### config.mk
export PLATFORM = sky130hd
export DESIGN_NAME = max3_rr_sched
export DESIGN_NICKNAME = d
export VERILOG_FILES = /design/src/rtl/max3_rr_sched.sv
export SDC_FILE = /design/constraint.sdc
export NUM_CORES = 1
export LEC_CHECK = 0
export CAP_MARGIN = 20
export CELL_PAD_IN_SITES_DETAIL_PLACEMENT = 0
export CELL_PAD_IN_SITES_GLOBAL_PLACEMENT = 1
export CORE_MARGIN = 10
export CORE_UTILIZATION = 39
export DETAILED_ROUTE_END_ITERATION = 16
export PLACE_DENSITY_LB_ADDON = 0.15
export SKIP_CTS_REPAIR_TIMING = 1
export SYNTH_ARGS = -nofsm -noshare
export SYNTH_HDL_FRONTEND = slang
export SYNTH_SLANG_ARGS = --single-unit
### constraint.sdc
create_clock -name clk -period 9 [get_ports clk]
set_clock_uncertainty 0.1 [all_clocks]
set_input_delay 1.8 -clock clk [delete_from_list [all_inputs] [get_ports clk]]
set_output_delay 1.8 -clock clk [all_outputs]
set_load 0.05 [all_outputs]
### src/rtl/max3_rr_sched.sv
// Round-robin scheduler sharing one 2-stage signed max-of-3 pipeline between two
// requesters, with a tagged result stream and per-requester completion counters.
module max3_rr_sched #(
    parameter int W     = 14,
    parameter int CNT_W = 16
) (
    input  logic                clk,
    input  logic                rst,
    input  logic                i_req0_valid,
    input  logic signed [W-1:0] i_req0_a,
    input  logic signed [W-1:0] i_req0_b,
    input  logic signed [W-1:0] i_req0_c,
    output logic                o_req0_ready,
    input  logic                i_req1_valid,
    input  logic signed [W-1:0] i_req1_a,
    input  logic signed [W-1:0] i_req1_b,
    input  logic signed [W-1:0] i_req1_c,
    output logic                o_req1_ready,
    output logic                o_valid,
    output logic signed [W-1:0] o_max,
    output logic                o_id,
    input  logic                i_out_ready,
    output logic [CNT_W-1:0]    o_cnt0,
    output logic [CNT_W-1:0]    o_cnt1
);

    // Signed max of two; a tie returns the second operand.
    function automatic logic signed [W-1:0] f_max2(input logic signed [W-1:0] x,
                                                   input logic signed [W-1:0] y);
        return (x > y) ? x : y;
    endfunction

    logic                w_adv;
    logic                w_gnt0;
    logic                w_gnt1;
    logic                w_acc;
    logic                w_xfer;
    logic signed [W-1:0] w_a;
    logic signed [W-1:0] w_b;
    logic signed [W-1:0] w_c;

    logic                r_rr_last;
    logic signed [W-1:0] r_ab_p1;
    logic signed [W-1:0] r_c_p1;
    logic                r_id_p1;
    logic                r_vld_p1;
    logic signed [W-1:0] r_max_p2;
    logic                r_id_p2;
    logic                r_vld_p2;
    logic [CNT_W-1:0]    r_cnt0;
    logic [CNT_W-1:0]    r_cnt1;

    // The whole pipe freezes only when a result is waiting and downstream refuses it.
    assign w_adv  = ~(r_vld_p2 & ~i_out_ready);
    assign w_gnt1 = i_req1_valid & (~i_req0_valid | ~r_rr_last);
    assign w_gnt0 = i_req0_valid & ~w_gnt1;

    assign o_req0_ready = w_adv & w_gnt0;
    assign o_req1_ready = w_adv & w_gnt1;
    assign w_acc        = o_req0_ready | o_req1_ready;
    assign w_xfer       = r_vld_p2 & i_out_ready;

    assign w_a = w_gnt1 ? i_req1_a : i_req0_a;
    assign w_b = w_gnt1 ? i_req1_b : i_req0_b;
    assign w_c = w_gnt1 ? i_req1_c : i_req0_c;

    always_ff @(posedge clk or posedge rst) begin
        if (rst) begin
            r_rr_last <= 1'b1;
        end else if (w_acc) begin
            r_rr_last <= w_gnt1;
        end
    end

    // Stage 1: max(a,b) of the granted triple, c and tag carried alongside.
    always_ff @(posedge clk or posedge rst) begin
        if (rst) begin
            r_ab_p1  <= '0;
            r_c_p1   <= '0;
            r_id_p1  <= 1'b0;
            r_vld_p1 <= 1'b0;
        end else if (w_adv) begin
            r_ab_p1  <= f_max2(w_a, w_b);
            r_c_p1   <= w_c;
            r_id_p1  <= w_gnt1;
            r_vld_p1 <= w_acc;
        end
    end

    // Stage 2: final max, output register.
    always_ff @(posedge clk or posedge rst) begin
        if (rst) begin
            r_max_p2 <= '0;
            r_id_p2  <= 1'b0;
            r_vld_p2 <= 1'b0;
        end else if (w_adv) begin
            r_max_p2 <= f_max2(r_ab_p1, r_c_p1);
            r_id_p2  <= r_id_p1;
            r_vld_p2 <= r_vld_p1;
        end
    end

    always_ff @(posedge clk or posedge rst) begin
        if (rst) begin
            r_cnt0 <= '0;
            r_cnt1 <= '0;
        end else if (w_xfer) begin
            if (r_id_p2) r_cnt1 <= r_cnt1 + CNT_W'(1);
            else         r_cnt0 <= r_cnt0 + CNT_W'(1);
        end
    end

    assign o_valid = r_vld_p2;
    assign o_max   = r_max_p2;
    assign o_id    = r_id_p2;
    assign o_cnt0  = r_cnt0;
    assign o_cnt1  = r_cnt1;

endmodule

==> flow_metrics.env, run 1 <==
export IMPL_crit_type="in -> out"
export IMPL_synth_top_cell_area_share=0.418
export IMPL_finalHoldViolations=0
export IMPL_worst_slew_pin_slew_ps=818
export IMPL_critPathLaunchType="primary input"
export IMPL_rsz0062_at_grt="no"
export IMPL_maxCapViolCount=0
export IMPL_finish_utilization=0.562
export IMPL_initial_core_util=0.403
export IMPL_drive_above_1_share=0.0849
export IMPL_dieArea_mm2=0.0167
export IMPL_num_antenna_cells=0
export IMPL_status="finished, final reports clean"
export IMPL_wl_per_cell_um=16.5
export IMPL_grt_start_max_net_pins=80
export IMPL_coreArea_mm2=0.0116
export IMPL_drt_iter0_markers=162
export IMPL_rows=39
export IMPL_io_pins=139
export IMPL_finalSetupViolCount=0
export IMPL_die_w_um=129
export IMPL_wirelength_um=12100
export IMPL_crit_chain="clkdlybuf4s50_1, a21boi_4, and2_1, clkdlybuf4s50_1"
export IMPL_die_y_um=129
export IMPL_power_leakage_uw=0.00289
export IMPL_min_period_over_period=0.653
export IMPL_cp_arrival_ps=3980
export IMPL_synth_most_common_cell="dfrtp_1"
export IMPL_synthTopCellsByCount="dfrtp_1, nand2_1, mux2i_1"
export IMPL_grt_ovfl_total=0
export IMPL_max_freq_ghz=0.170
export IMPL_clock_path_buffers=2
export IMPL_relSlewSlack=0.451
export IMPL_slew_viol_final=0
export IMPL_first_global_vias=4033
export IMPL_synth_warnings=0
export IMPL_hold_slack_ps=365
export IMPL_finalNetCount=703
export IMPL_end_kind="output port"
export IMPL_clk_latency_ps=340
export IMPL_synth_edf_count=0
export IMPL_area_growth_pct=39.3
export IMPL_power_frac_seq=0.328
export IMPL_slowest_delay_ps=840
export IMPL_p_per_area_mw_per_mm2=240
export IMPL_ys_async_sr_fraction=1.00
export IMPL_antenna_found_initial=0
export IMPL_slowest_stage="clkdlybuf4s50_1"
export IMPL_clkTransAtPathRegs_ps=60
export IMPL_intPower_uw=946
export IMPL_viasPerCell=5.07
export IMPL_grt_first_pass_wirelength_um=19900
export IMPL_p_comb_frac=0.420
export IMPL_synth_ff_type="dfrtp_1"
export IMPL_ys_seq_area_frac=0.424
export IMPL_synthTopCellsByArea="dfrtp_1, mux2i_1, ha_1"
export IMPL_ys_types=41
export IMPL_synth_nets=569
export IMPL_hpwlAfterDp_um=9430
export IMPL_yosysTopAreaCell="dfrtp_1"
export IMPL_avgSynthCellArea_um2=10.4
export IMPL_route_detailed_drc=0
export IMPL_vias=3713
export IMPL_ys_seq_elements=79
export IMPL_grt_usage=0.146
export IMPL_hold_class="reg -> reg"
export IMPL_place_gp_congestion=0.811
export IMPL_setup_tns_ps=0
export IMPL_cts_tree="built"
export IMPL_required_ps=7100
export IMPL_fin_crit_ps=5880
export IMPL_cts_sinks=79
export IMPL_worstPathMaxFanout=17
export IMPL_htree_levels=3
export IMPL_syn_cell_area_mm2=0.00467
export IMPL_ir_drop_uv=152
export IMPL_switching_share=0.393
export IMPL_port_buffers=138
export IMPL_clockRootBuffer="clkbuf_16"
export IMPL_ant_nets=0
export IMPL_p_clk_frac=0.252
export IMPL_drtPass1Iterations=4
export IMPL_switching_power_uw=612
export IMPL_numCtsBuffers=9
export IMPL_synthCells=450
export IMPL_cp_common_cell="clkdlybuf4s50_1"
-- per-layer routing --
metal	vias to the layer above	track usage	wire length (µm)
met4	0	0.0508	216
met5	-	0	0
met1	1755	0.167	5050
met3	15	0.0416	719
met2	89	0.256	6070
li1	1854	-	-
-- placed cells by master (no fill, tap or decap), drive strengths merged, types with 2 or more instances in the layout --
cell type / count
buf: 6
clkbuf: 10
mux2i: 44
a21oi: 38
and3: 10
nand4: 11
clkdlybuf4s50: 138
xor2: 7
nor2b: 5
a221oi: 14
nand2b: 5
nor2: 5
nor4: 2
and4: 2
dfrtp: 78
clkinv: 2
mux2: 15
clkinvlp: 2
bufinv: 2
o21ai: 30
nor3b: 2
xnor2: 23
nand3: 13
ha: 30
a21o: 5
inv: 32
nand2: 46
-- critical path: cells and delay by family --
kind	cells	cell delay (ps)
simple gates	1	270
buf+inv	2	1320
compound gates	1	590
-- flip-flops by register name, summed over array words and instances (netlist names) --
signal / count
o_cnt0: 16
o_cnt1: 16
o_max: 14
r_ab_p1: 14
r_c_p1: 14
o_id: 1
o_valid: 1
r_id_p1: 1
r_rr_last: 1
r_vld_p1: 1
-- cell type report --
type	instances	area, µm²
clock buffer	10	229
fill	1099	5070
inverter	32	121
multi-input combinational	318	2450
tap	143	179
clock inverter	6	92.6
timing repair buffer	144	1440
sequential	79	1980
-- power by group through the flow --
stage               combinational (µW)  sequential (µW)  clock [µW]
floorplan                          261              687           0
global placement                   647              516           0
detailed placement                 657              519           0
CTS                                661              514         403
global route                       709              525         417
finish                             655              511         393
-- per-stage QoR --
step	std cells	area [µm²]	setup WS, ps	total power, µW
detailed placement	714	6140	2860	1180
global placement	714	6140	2970	1160
global route	732	6500	2940	1650
floorplan	450	4670	3990	948
CTS	730	6470	3080	1580
finish	732	6500	3120	1560
-- kinds of logic (layout without fill, tap and decap cells) --
family	after synthesis	in the layout	synth area share
flops	79	79	0.424
fa+ha+maj	30	30	0.0805
buf+inv	53	192	0.0539
xor+xnor	30	30	0.0563
simple gates	104	104	0.115
mux	59	59	0.131
compound gates	95	95	0.140
-- final timing paths --
kind / start / to / slack (ps) / cells past startpoint
min in group asynchronous: rst / o_cnt0[15]$_DFFE_PP0P_ / 1820 / 3
max reg2reg: r_rr_last$_DFFE_PP1P_ / r_ab_p1[9]$_DFFE_PP0N_ / 4860 / 10
max in group asynchronous: rst / r_ab_p1[7]$_DFFE_PP0N_ / 6380 / 4
min: r_vld_p1$_DFFE_PP0N_ / r_vld_p1$_DFFE_PP0N_ / 360 / 2
min reg2reg: r_vld_p1$_DFFE_PP0N_ / r_vld_p1$_DFFE_PP0N_ / 360 / 2
max: i_req0_valid / o_req1_ready / 3120 / 4
Power figures use the tool's default switching activity.
==> run 2: changes to the inputs <==
Settings changed: CORE_UTILIZATION 39 to 33.
Clock period 9 ns to 5 ns, I/O delays scaled along.
==> flow_metrics.env, run 2 (synthesized netlist as in run 1, its figures left out) <==
export IMPL_required_ps=3900
export IMPL_hpwlAfterDp_um=9630
export IMPL_status="finished, final reports clean"
export IMPL_slew_viol_final=0
export IMPL_port_buffers=138
export IMPL_route_detailed_drc=0
export IMPL_finalNonFillerCells=769
export IMPL_area_growth_pct=40.7
export IMPL_num_antenna_cells=0
export IMPL_p_per_area_mw_per_mm2=436
export IMPL_relSlewSlack=0.400
export IMPL_clkTransAtPathRegs_ps=60
export IMPL_clockRootBuffer="clkbuf_16"
export IMPL_finalWorstSetupSlack_ps=891
export IMPL_ant_nets=0
export IMPL_crit_family="buffers and inverters"
export IMPL_crit_type="in -> out"
export IMPL_vias=3727
export IMPL_coreArea_mm2=0.0139
export IMPL_cp_common_cell="clkdlybuf4s50_1"
export IMPL_finalNetCount=703
export IMPL_worst_slew_pin_slew_ps=898
export IMPL_rsz0062_at_grt="no"
export IMPL_cp_arrival_ps=3010
export IMPL_viasPerCell=4.85
export IMPL_finalSetupViolCount=0
export IMPL_numCtsBuffers=9
export IMPL_dieArea_mm2=0.0193
export IMPL_drt_iter0_markers=119
export IMPL_max_freq_ghz=0.243
export IMPL_wl_per_cell_um=16.1
export IMPL_clk_latency_ps=340
export IMPL_hold_class="reg -> reg"
export IMPL_die_w_um=139
export IMPL_slowest_stage="clkdlybuf4s50_1"
export IMPL_place_ws_ps=607
export IMPL_place_gp_congestion=0.814
export IMPL_end_kind="output port"
export IMPL_rows=43
export IMPL_crit_chain="clkdlybuf4s50_1, a21boi_4, buf_12, and2_1, clkdlybuf4s50_1"
export IMPL_antenna_found_initial=0
export IMPL_fin_crit_ps=4110
export IMPL_power_leakage_uw=0.00291
export IMPL_final_cell_mix="clkdlybuf4s50_1, dfrtp_1, nand2_1"
export IMPL_placed_cells=753
export IMPL_cts_sinks=79
export IMPL_drive_above_1_share=0.0849
export IMPL_worstPathMaxFanout=44
export IMPL_cts_tree="built"
export IMPL_grt_usage=0.129
export IMPL_grt_start_max_net_pins=88
export IMPL_total_power_uw=2860
export IMPL_initial_core_util=0.336
export IMPL_wirelength_um=12400
export IMPL_htree_levels=3
export IMPL_slowest_delay_ps=830
export IMPL_final_common_cell="clkdlybuf4s50_1"
export IMPL_drtPass1Iterations=4
export IMPL_maxCapViolCount=0
export IMPL_die_y_um=139
export IMPL_critPathLaunchType="primary input"
export IMPL_ir_drop_uv=307
export IMPL_setup_tns_ps=0
export IMPL_grt_first_pass_wirelength_um=20400
export IMPL_hold_slack_ps=365
export IMPL_clock_path_buffers=2
export IMPL_min_period_over_period=0.822
export IMPL_io_pins=139
export IMPL_finalHoldViolations=0
export IMPL_grt_ovfl_total=0
export IMPL_cp_num_buf_inv=3
export IMPL_first_global_vias=3966
run 2: layout make-up:
class / count / area, µm²
timing repair buffer: 144 / 1440
tap: 180 / 225
fill: 1344 / 7320
clock buffer: 10 / 229
multi-input combinational: 318 / 2450
sequential: 79 / 1980
inverter: 32 / 121
clock inverter: 6 / 116
run 2: stage by stage:
stage / utilization / cell area [µm²]
6_report: 0.473 / 6560
5_1_grt: 0.473 / 6560
4_1_cts: 0.473 / 6560
3_5_place_dp: 0.448 / 6220
3_3_place_gp: 0.448 / 6220
2_1_floorplan: - / 4670
run 2: report_power, final:
part | leakage [µW] | internal, µW | total (µW) | switching, µW
sequential | 0.000988 | 791 | 921 | 131
clock | 0.000168 | 493 | 769 | 277
combinational | 0.00175 | 472 | 1170 | 700
run 2: path summary, 6_finish.rpt:
kind,startpoint,endpoint,slack [ps],depth (start not counted)
setup / recovery,i_req0_valid,o_req1_ready,890,5
hold / removal,r_vld_p1$_DFFE_PP0N_,o_valid$_DFFE_PP0N_,370,1
setup reg to reg,r_rr_last$_DFFE_PP1P_,r_ab_p1[3]$_DFFE_PP0N_,1790,11
hold reg to reg,r_vld_p1$_DFFE_PP0N_,o_valid$_DFFE_PP0N_,370,1
max in group asynchronous,rst,r_rr_last$_DFFE_PP1P_,2790,3
min in group asynchronous,rst,o_cnt0[15]$_DFFE_PP0P_,1040,2
run 2: routing by layer:
layer  up-vias  GRT usage  part of all wire
met3        10     0.0459             0.056
met5         -          0                 0
met2        91      0.228              0.52
li1       1866          -                 -
met1      1760      0.143              0.41
met4         0     0.0308             0.010
